==> config.mk <==
export PLATFORM = sky130hd
export DESIGN_NAME = divider_8
export DESIGN_NICKNAME = d
export VERILOG_FILES = /design/src/rtl/divider_8.sv
export SDC_FILE = /design/constraint.sdc
export NUM_CORES = 1
export LEC_CHECK = 0
export CAP_MARGIN = 0
export CORE_ASPECT_RATIO = 0.5
export CORE_MARGIN = 4
export CORE_UTILIZATION = 32
export CTS_BUF_LIST = sky130_fd_sc_hd__clkbuf_2 sky130_fd_sc_hd__clkbuf_4 sky130_fd_sc_hd__clkbuf_8
export CTS_CLUSTER_SIZE = 16
export DETAILED_ROUTE_END_ITERATION = 6
export SYNTH_ARGS = -nofsm -noshare
export SYNTH_HDL_FRONTEND = slang
export SYNTH_SLANG_ARGS = --single-unit
==> constraint.sdc <==
create_clock -name Clk -period 8.7 [get_ports Clk]
set_input_delay 1.74 -clock Clk [delete_from_list [all_inputs] [get_ports Clk]]
set_output_delay 1.74 -clock Clk [all_outputs]
set_load 0.005 [all_outputs]
==> src/rtl/divider_8.sv <==
// ---------------------------------------------------------------------------
// divider_8
//
// Sequential unsigned restoring divider for the lab3 switch/button datapath.
// It is the inverse of the shift-add multiplier and uses the same
// operating model:
//   * Load_Clear in IDLE puts the dividend from SW into Q and clears R.
//   * Run starts a division. The divisor is taken from SW in the START cycle.
//     The divider then does WIDTH shift / trial-subtract iterations.
//   * When it finishes, Q holds the quotient and R holds the remainder.
//
// Ports
//   Clk        in   system clock, rising edge
//   Reset      in   asynchronous active-high reset, clears all state
//   Load_Clear in   IDLE only: Q <= SW, R <= 0, DivZero <= 0
//   Run        in   level; starts one division per press
//   SW         in   dividend (Load_Clear) / divisor (sampled in START)
//   Qval       out  quotient / dividend register Q
//   Rval       out  remainder R[WIDTH-1:0]
//   Rsign      out  R[WIDTH], sign of the trial subtraction (0 at rest)
//   Busy       out  high in START / SHIFT / SUB
//   Done       out  high in DONE
//   DivZero    out  divisor of the current result was zero
//   HEX0..HEX3 out  active-low seven-segment digits for Q[3:0], Q[7:4],
//                   R[3:0] and R[7:4]
//
// Timing: the edge that samples Run in IDLE is edge 1. START takes one
// cycle, and each of the 8 iterations takes two cycles (SHIFT then SUB).
// Done is therefore high after edge 18.
//
// The HEX decode reads the low 8 bits of Q and R. Only WIDTH = 8 is
// supported.
// ---------------------------------------------------------------------------
module divider_8 #(
    parameter int WIDTH = 8
) (
    input  logic             Clk,
    input  logic             Reset,
    input  logic             Load_Clear,
    input  logic             Run,
    input  logic [WIDTH-1:0] SW,
    output logic [WIDTH-1:0] Qval,
    output logic [WIDTH-1:0] Rval,
    output logic             Rsign,
    output logic             Busy,
    output logic             Done,
    output logic             DivZero,
    output logic [6:0]       HEX0,
    output logic [6:0]       HEX1,
    output logic [6:0]       HEX2,
    output logic [6:0]       HEX3
);

    // One extra bit so the counter can hold the value WIDTH itself.
    localparam int CNT_W = $clog2(WIDTH) + 1;

    typedef enum logic [2:0] {
        S_IDLE,
        S_START,
        S_SHIFT,
        S_SUB,
        S_DONE
    } state_t;

    // -----------------------------------------------------------------------
    // Seven-segment decode, active low, segment order {g,f,e,d,c,b,a}.
    // This matches the lab's HexDriver.
    // -----------------------------------------------------------------------
    function automatic logic [6:0] hex_driver(input logic [3:0] nib);
        logic [6:0] seg;
        case (nib)
            4'h0: seg = 7'b1000000;
            4'h1: seg = 7'b1111001;
            4'h2: seg = 7'b0100100;
            4'h3: seg = 7'b0110000;
            4'h4: seg = 7'b0011001;
            4'h5: seg = 7'b0010010;
            4'h6: seg = 7'b0000010;
            4'h7: seg = 7'b1111000;
            4'h8: seg = 7'b0000000;
            4'h9: seg = 7'b0010000;
            4'hA: seg = 7'b0001000;
            4'hB: seg = 7'b0000011;
            4'hC: seg = 7'b1000110;
            4'hD: seg = 7'b0100001;
            4'hE: seg = 7'b0000110;
            default: seg = 7'b0001110;   // 4'hF
        endcase
        return seg;
    endfunction

    // -----------------------------------------------------------------------
    // State
    // -----------------------------------------------------------------------
    state_t             state_q, state_d;
    logic [WIDTH:0]     R_q, R_d;        // partial remainder incl. sign bit
    logic [WIDTH-1:0]   Q_q, Q_d;        // dividend, turning into quotient
    logic [WIDTH-1:0]   D_q, D_d;        // latched divisor
    logic [CNT_W-1:0]   cnt_q, cnt_d;    // completed iterations
    logic               dz_q, dz_d;      // divide-by-zero flag

    logic [WIDTH:0]     trial;           // R - D, its MSB says "does not fit"
    logic [CNT_W-1:0]   cnt_inc;

    always_ff @(posedge Clk or posedge Reset) begin
        if (Reset) begin
            state_q <= S_IDLE;
            R_q     <= '0;
            Q_q     <= '0;
            D_q     <= '0;
            cnt_q   <= '0;
            dz_q    <= 1'b0;
        end else begin
            state_q <= state_d;
            R_q     <= R_d;
            Q_q     <= Q_d;
            D_q     <= D_d;
            cnt_q   <= cnt_d;
            dz_q    <= dz_d;
        end
    end

    // -----------------------------------------------------------------------
    // Next-state and datapath
    // -----------------------------------------------------------------------
    always_comb begin
        state_d = state_q;
        R_d     = R_q;
        Q_d     = Q_q;
        D_d     = D_q;
        cnt_d   = cnt_q;
        dz_d    = dz_q;

        trial   = R_q - {1'b0, D_q};
        cnt_inc = cnt_q + CNT_W'(1);

        case (state_q)
            S_IDLE: begin
                // Load wins over Run when both are pressed in the same cycle.
                if (Load_Clear) begin
                    Q_d  = SW;
                    R_d  = '0;
                    dz_d = 1'b0;
                end else if (Run) begin
                    state_d = S_START;
                end
            end

            S_START: begin
                D_d     = SW;
                R_d     = '0;
                cnt_d   = '0;
                dz_d    = (SW == '0);
                state_d = S_SHIFT;
            end

            S_SHIFT: begin
                // Shift {R,Q} left as one register. Q's MSB moves into R, and
                // Q[0] is left free for the next quotient bit.
                {R_d, Q_d} = {R_q[WIDTH-1:0], Q_q, 1'b0};
                state_d    = S_SUB;
            end

            S_SUB: begin
                // Restoring step. Commit the subtraction only if the result
                // is non-negative; otherwise keep R unchanged.
                if (!trial[WIDTH]) begin
                    R_d    = trial;
                    Q_d[0] = 1'b1;
                end else begin
                    Q_d[0] = 1'b0;
                end
                cnt_d   = cnt_inc;
                state_d = (cnt_inc < CNT_W'(WIDTH)) ? S_SHIFT : S_DONE;
            end

            S_DONE: begin
                // Hold here while Run stays high. A held button must not
                // start a second division.
                if (!Run) begin
                    state_d = S_IDLE;
                end
            end

            default: begin
                state_d = S_IDLE;
            end
        endcase
    end

    // -----------------------------------------------------------------------
    // Outputs: registered state or a pure decode of it.
    // -----------------------------------------------------------------------
    assign Qval    = Q_q;
    assign Rval    = R_q[WIDTH-1:0];
    assign Rsign   = R_q[WIDTH];
    assign Busy    = (state_q == S_START) || (state_q == S_SHIFT) ||
                     (state_q == S_SUB);
    assign Done    = (state_q == S_DONE);
    assign DivZero = dz_q;

    // Nibble sources: 0..1 = Q low/high, 2..3 = R low/high.
    logic [3:0] hex_nib [4];
    logic [6:0] hex_seg [4];

    assign hex_nib[0] = Q_q[3:0];
    assign hex_nib[1] = Q_q[7:4];
    assign hex_nib[2] = R_q[3:0];
    assign hex_nib[3] = R_q[7:4];

    generate
        for (genvar gi = 0; gi < 4; gi++) begin : g_hex
            assign hex_seg[gi] = hex_driver(hex_nib[gi]);
        end
    endgenerate

    assign HEX0 = hex_seg[0];
    assign HEX1 = hex_seg[1];
    assign HEX2 = hex_seg[2];
    assign HEX3 = hex_seg[3];

endmodule

==> impl_metrics.toml, run 1 <==
[drt]
drt-pass1-iter-count = 4
vias = 2414
ant_nets = 0
drt-total-wl_um = 6790
avgViaCountPerCell = 4.80
drc = 0
wire_per_inst_um = 13.5
drtIter0Drc = 126

[timing]
worstMarginPinSlew_ns = 0.972
clock_skew_ns = 0.00626
setup_viol = 0
max_freq_ghz = 0.245
hold_ws_ns = 0.503
fin_setup_tns_ns = 0
slew_viol_final = 0
rsz0062_at_grt = "no"
finalCritPeriodShare_pct = 47.0
max-slew-margin-rel_pct = 34.9
hold_viol_final = 0
fin_crit_ns = 4.09

[run_status]
status = "finished clean"

[synthesis]
syn_nets = 382
syn-instance-count = 336
yosys.area_share.simple_pct = 18.9
post_synth_num_cell_types = 44
synth_area_um2 = 2880
postSynthAreaPerCell_um2 = 8.56
yosysWarnings = 0
synth_compound_area_share_pct = 18.6
yosys-mux-area-fraction_pct = 10.3
synth_adder_area_share_pct = 15.0
ys_ff_latch = 33
yosysSeqAreaShare_pct = 28.7
synth_top_family_by_area = "simple AND/OR/NAND/NOR gates"
synthXorXnorAreaFrac_pct = 2.09

[final_layout]
layout_commonest_cell = "clkdlybuf4s50_1"
multi_input_area_um2 = 1880
seqCellArea_um2 = 826
fin_nets = 431
synthToLayoutAreaGrowth_pct = 27.2
fillers = 899
drive_gt1_share_pct = 7.51
antenna_cells = 0
most-common-layout-cells = "clkdlybuf4s50_1 (59), nand2_1 (44), dfrtp_1 (33), ha_1 (33), nor2_1 (31)"
fin_cells = 503

[critical_path]
endpoint_kind = "primary output"
slowest_stage = "clkdlybuf4s50_1"
path_buf_inv = 2
worstPathMaxFanout = 8
cp-startpoint = "R_q[5]"
cp-endpoint = "HEX3[0]"
reg2reg_slack_ns = 5.45
worstPathRequired_ns = 6.96
reg2reg_from = "R_q[0]"
rr_worst_depth = 10
critical_path_class = "reg -> out"
cp_data_arrival_time_ns = 2.35
crit_family = "buffers and inverters"
crit_path_start_kind = "register"
cpPeakStageDelay_ns = 0.52
r2r-end = "R_q[3]"
path_depth = 6
path_cells = "inv_1, ha_1, nor2b_1, or3b_2, o21ai_0, clkdlybuf4s50_1"

[clocking]
path_clk_slew_ns = 0.07
post_cts_resized = 0
cts.path.max_buffers = 2
cts_setup_buffers = 0
cts_root_buffer = "clkbuf_8"
clock_latency_ns = 0.29
cts_tree = "yes"
cts_sinks = 33
htree_levels = 2
cts_buffers = 5
cts_hold_buf = 0

[global_routing]
grt_usage_pct = 13.2
grt_max_degree = 34
grt_pass1_wl_um = 11500
first_global_vias = 2252
antenna_found_initial = 0
overflow = 0

[power_and_ir_drop]
switching_share_pct = 42.5
internal_power_w = 0.000902
seq_power_share_pct = 23.7
power.leakage_nw = 1.56
clkPwrFrac_pct = 10.0
p_comb_share_pct = 66.3
p_per_area_nw_per_um2 = 429
vdd_drop_max_mv = 0.160
p_sw_w = 0.000667

[placed_design]
gp_congestion = 0.821
placed_cells = 495
hpwl_um = 4990
port_buffers = 59

[die]
io_pins = 60
start_util_pct = 32.9
fp.dieH_um = 75.1
rows = 24
dieArea_um2 = 10700
coreArea_um2 = 8740
die_w_um = 142

[run]
maxCapViolCount = 0

[hold_path]
hold_class = "reg -> reg"
-- cell type report --
class,count,share of cell area [%]
clock buffer,7,2.46
clock inverter,1,0.821
inverter,23,2.36
multi-input combinational,261,51.2
sequential,33,22.6
tap,117,4.00
timing repair buffer,61,16.5
-- worst register-to-register path: cells and delay by family, from the launching register on --
kind / cells / cell delay (ns)
AOI/OAI and AO/OA: 4 / 1.26
adders and majority gates: 2 / 0.61
DFF: 1 / 0.46
muxes: 1 / 0.40
buffers and inverters: 2 / 0.30
xor gates and xnor gates: 1 / 0.10
-- kinds of logic after synthesis --
kind of cell,after synthesis
AOI/OAI and AO/OA,80
adders and majority gates,34
buffers and inverters,42
and+or+nand+nor,116
DFF,33
muxes,25
xor gates and xnor gates,6
-- stage by stage --
stage | cell area [um2] | setup WS [ns] | total power, W | utilization [%]
2_1_floorplan | 2880 | 5.58 | 0.00102 | -
3_3_place_gp | 3540 | 4.97 | 0.00142 | 40.5
3_5_place_dp | 3540 | 4.93 | 0.00142 | 40.5
4_1_cts | 3660 | 4.60 | 0.00158 | 41.9
5_1_grt | 3660 | 4.48 | 0.00172 | 41.9
6_report | 3660 | 4.61 | 0.00157 | 41.9
-- registers in the layout, indices dropped and copies added (netlist names) --
name	flops
cnt_q	4
DivZero	1
R_q	9
Qval	8
state_q	3
D_q	8
-- layer usage --
layer / GRT usage (%) / vias to the layer above / routed length, um
met5: 0 / - / 0
met4: 2.77 / 0 / 38
met3: 2.79 / 5 / 298
met2: 18.9 / 45 / 2720
met1: 20.3 / 1104 / 3730
li1: - / 1260 / -
-- cell usage after synthesis --
master / n / area (um2)
a31oi_1: 4 / 25.0
a211oi_1: 3 / 22.5
nand3_1: 2 / 10.0
fa_1: 1 / 20.0
nand2b_1: 12 / 75.1
a21o_2: 1 / 8.76
inv_1: 23 / 86.3
nand2_1: 44 / 165
nand3b_1: 3 / 22.5
nor3b_1: 2 / 15.0
clkbuf_1: 11 / 41.3
o41ai_1: 1 / 8.76
nor2b_1: 7 / 43.8
o211a_4: 1 / 17.5
buf_4: 6 / 45.0
o21ai_0: 30 / 150
a22o_1: 6 / 52.6
nor2_1: 31 / 116
ha_1: 33 / 413
o21a_1: 4 / 30.0
a32o_1: 4 / 40.0
o2111ai_1: 1 / 8.76
buf_2: 1 / 5.00
nor3_1: 5 / 25.0
xnor2_1: 3 / 26.3
a21oi_1: 16 / 80.1
a21boi_0: 1 / 7.51
nor4_1: 3 / 18.8
or3b_2: 3 / 26.3
xor2_1: 2 / 17.5
o31ai_1: 1 / 7.51
nand4_1: 1 / 6.26
xnor2_2: 1 / 16.3
a311oi_4: 1 / 26.3
and2_1: 2 / 12.5
o22ai_1: 3 / 18.8
mux4_2: 3 / 67.6
mux2_2: 7 / 78.8
mux2i_1: 15 / 150
or2b_1: 1 / 7.51
a21oi_4: 1 / 16.3
o211ai_1: 2 / 15.0
clkbuf_2: 1 / 5.00
dfrtp_1: 33 / 826
-- how the worst min path moves through the flow --
stage,from,to,slack (ns),cells past startpoint
after detailed placement,cnt_q[3],cnt_q[3],0.49,2
after floorplan,cnt_q[3],cnt_q[3],0.47,2
final,cnt_q[3],cnt_q[3],0.50,2
after global routing,D_q[0],D_q[0],0.55,1
after CTS,cnt_q[3],cnt_q[3],0.51,2
after global placement,cnt_q[3],cnt_q[3],0.49,2
-- power by group through the flow --
stage                     logic, W  registers [W]  clock network [W]
after global routing       0.00116       0.000391           0.000169
after floorplan           0.000737       0.000287                  0
after detailed placement   0.00104       0.000374                  0
after global placement     0.00105       0.000372                  0
after CTS                  0.00105       0.000372           0.000160
final                      0.00104       0.000372           0.000157
Note: power is estimated with default switching activity, not from simulation.
==> run 2: changes to the inputs <==
clock period = 3.3 ns   (was 8.7 ns; I/O delays follow)
==> impl_metrics.toml, run 2 (synthesis results as in run 1) <==
[run_status]
status = "finished clean"

[drt]
drc = 0
vias = 2422
drt-total-wl_um = 6740
avgViaCountPerCell = 4.76
ant_nets = 0
drtIter0Drc = 128
wire_per_inst_um = 13.2
drt-pass1-iter-count = 4

[clocking]
clock_latency_ns = 0.28
post_cts_resized = 0
cts_root_buffer = "clkbuf_8"
cts.path.max_buffers = 2
path_clk_slew_ns = 0.07
cts_setup_buffers = 0
cts_hold_buf = 0
cts_buffers = 5
cts_tree = "yes"
htree_levels = 2
cts_sinks = 33

[placed_design]
gp_congestion = 0.804
port_buffers = 59
hpwl_um = 5110

[global_routing]
grt_usage_pct = 13.0
first_global_vias = 2273
grt_pass1_wl_um = 11300
overflow = 0
antenna_found_initial = 0
grt_max_degree = 34

[die]
fp.dieH_um = 75.1
io_pins = 60
rows = 24
die_w_um = 142
coreArea_um2 = 8740
dieArea_um2 = 10700
start_util_pct = 32.9

[critical_path]
worstPathMaxFanout = 8
worstPathRequired_ns = 2.64
crit_path_start_kind = "register"
critical_path_class = "reg -> out"
rr_worst_depth = 10
reg2reg_slack_ns = 0.37
r2r-end = "R_q[6]"
reg2reg_from = "R_q[0]"
cp_data_arrival_time_ns = 2.37
endpoint_kind = "primary output"

[power_and_ir_drop]
power.leakage_nw = 1.58
p_per_area_nw_per_um2 = 1110
total_power_w = 0.00408
vdd_drop_max_mv = 0.415

[final_layout]
drive_gt1_share_pct = 8.93
largest_register_ffs = 9
largest_register = "R_q"
antenna_cells = 0
fin_nets = 437
layout_commonest_cell = "clkdlybuf4s50_1"
synthToLayoutAreaGrowth_pct = 27.6
most-common-layout-cells = "clkdlybuf4s50_1 (59), nand2_1 (44), dfrtp_1 (33), ha_1 (33), nor2_1 (31)"

[timing]
rsz0062_at_grt = "no"
setup_viol = 0
worstMarginPinSlew_ns = 0.732
max-slew-margin-rel_pct = 51.2
fin_setup_tns_ns = 0
hold_viol_final = 0
finalCritPeriodShare_pct = 91.9
slew_viol_final = 0
max_freq_ghz = 0.330
fin_crit_ns = 3.03
clock_skew_ns = 0.00769

[hold_path]
hold_class = "reg -> reg"
hold_depth = 1
min-delay-start = "DivZero"
min_to = "DivZero"

[run]
maxCapViolCount = 0
## run 2: changes by cell type in the layout (fill, tap and decap cells not counted)
cell / delta
buf_4: +6
clkinv_2: +2
bufinv_16: -1
clkbuf_8: -1
## run 2: area by class of cell
cell class | count | area [um2]
inverter | 23 | 86.3
tap | 117 | 146
clock buffer | 6 | 76.3
fill | 903 | 5070
multi-input combinational | 261 | 1880
clock inverter | 2 | 10.0
sequential | 33 | 826
timing repair buffer | 67 | 651
## run 2: report_power, final
part	leakage (nW)	internal (W)	total [W]	switching [W]
combinational	1.12	0.00158	0.00284	0.00126
sequential	0.409	0.000590	0.000932	0.000342
clock	0.0484	0.000154	0.000305	0.000151
total	1.58	0.00232	0.00408	0.00176
## run 2: stage by stage
step | std cells | utilization, % | setup slack [ns] | hold WS [ns] | instance area (um2)
5_1_grt | 509 | 42.0 | 0.131 | 0.538 | 3670
2_1_floorplan | 336 | - | 0.442 | 0.467 | 2880
3_3_place_gp | 501 | 41.0 | 0.396 | 0.483 | 3580
4_1_cts | 509 | 42.0 | 0.255 | 0.502 | 3670
3_5_place_dp | 501 | 41.0 | 0.380 | 0.486 | 3580
6_report | 509 | 42.0 | 0.268 | 0.495 | 3670
## run 2: per-layer routing
metal | vias to the layer above | share of wire (%) | global-route usage (%)
met5 | - | 0 | 0
met4 | 0 | 0.47 | 2.23
met3 | 4 | 4.9 | 2.66
met2 | 46 | 41 | 19.0
met1 | 1101 | 54 | 19.9
li1 | 1271 | - | -
## run 2: worst max-delay path by stage
stage          startpoint       to  slack, ns
2_1_floorplan      R_q[0]   R_q[2]       0.44
3_3_place_gp       R_q[0]   R_q[7]       0.40
3_5_place_dp       R_q[0]   R_q[5]       0.38
4_1_cts            R_q[5]  HEX3[0]       0.26
5_1_grt            R_q[5]  HEX3[0]       0.13
6_report           R_q[5]  HEX3[0]       0.27
## run 2: worst max-delay path, cell delays in order (launching register included)
cell	delay, ns
dfrtp_1	0.50
inv_1	0.22
ha_1	0.25
nor2b_1	0.07
or3b_2	0.45
o21ai_0	0.08
clkdlybuf4s50_1	0.52
==> run 3: changes to the inputs <==
CTS_CLUSTER_SIZE = 12   (was 16)
==> results of run 3 <==
Same layout as run 2: the final DEF is identical, and so are final timing and power.
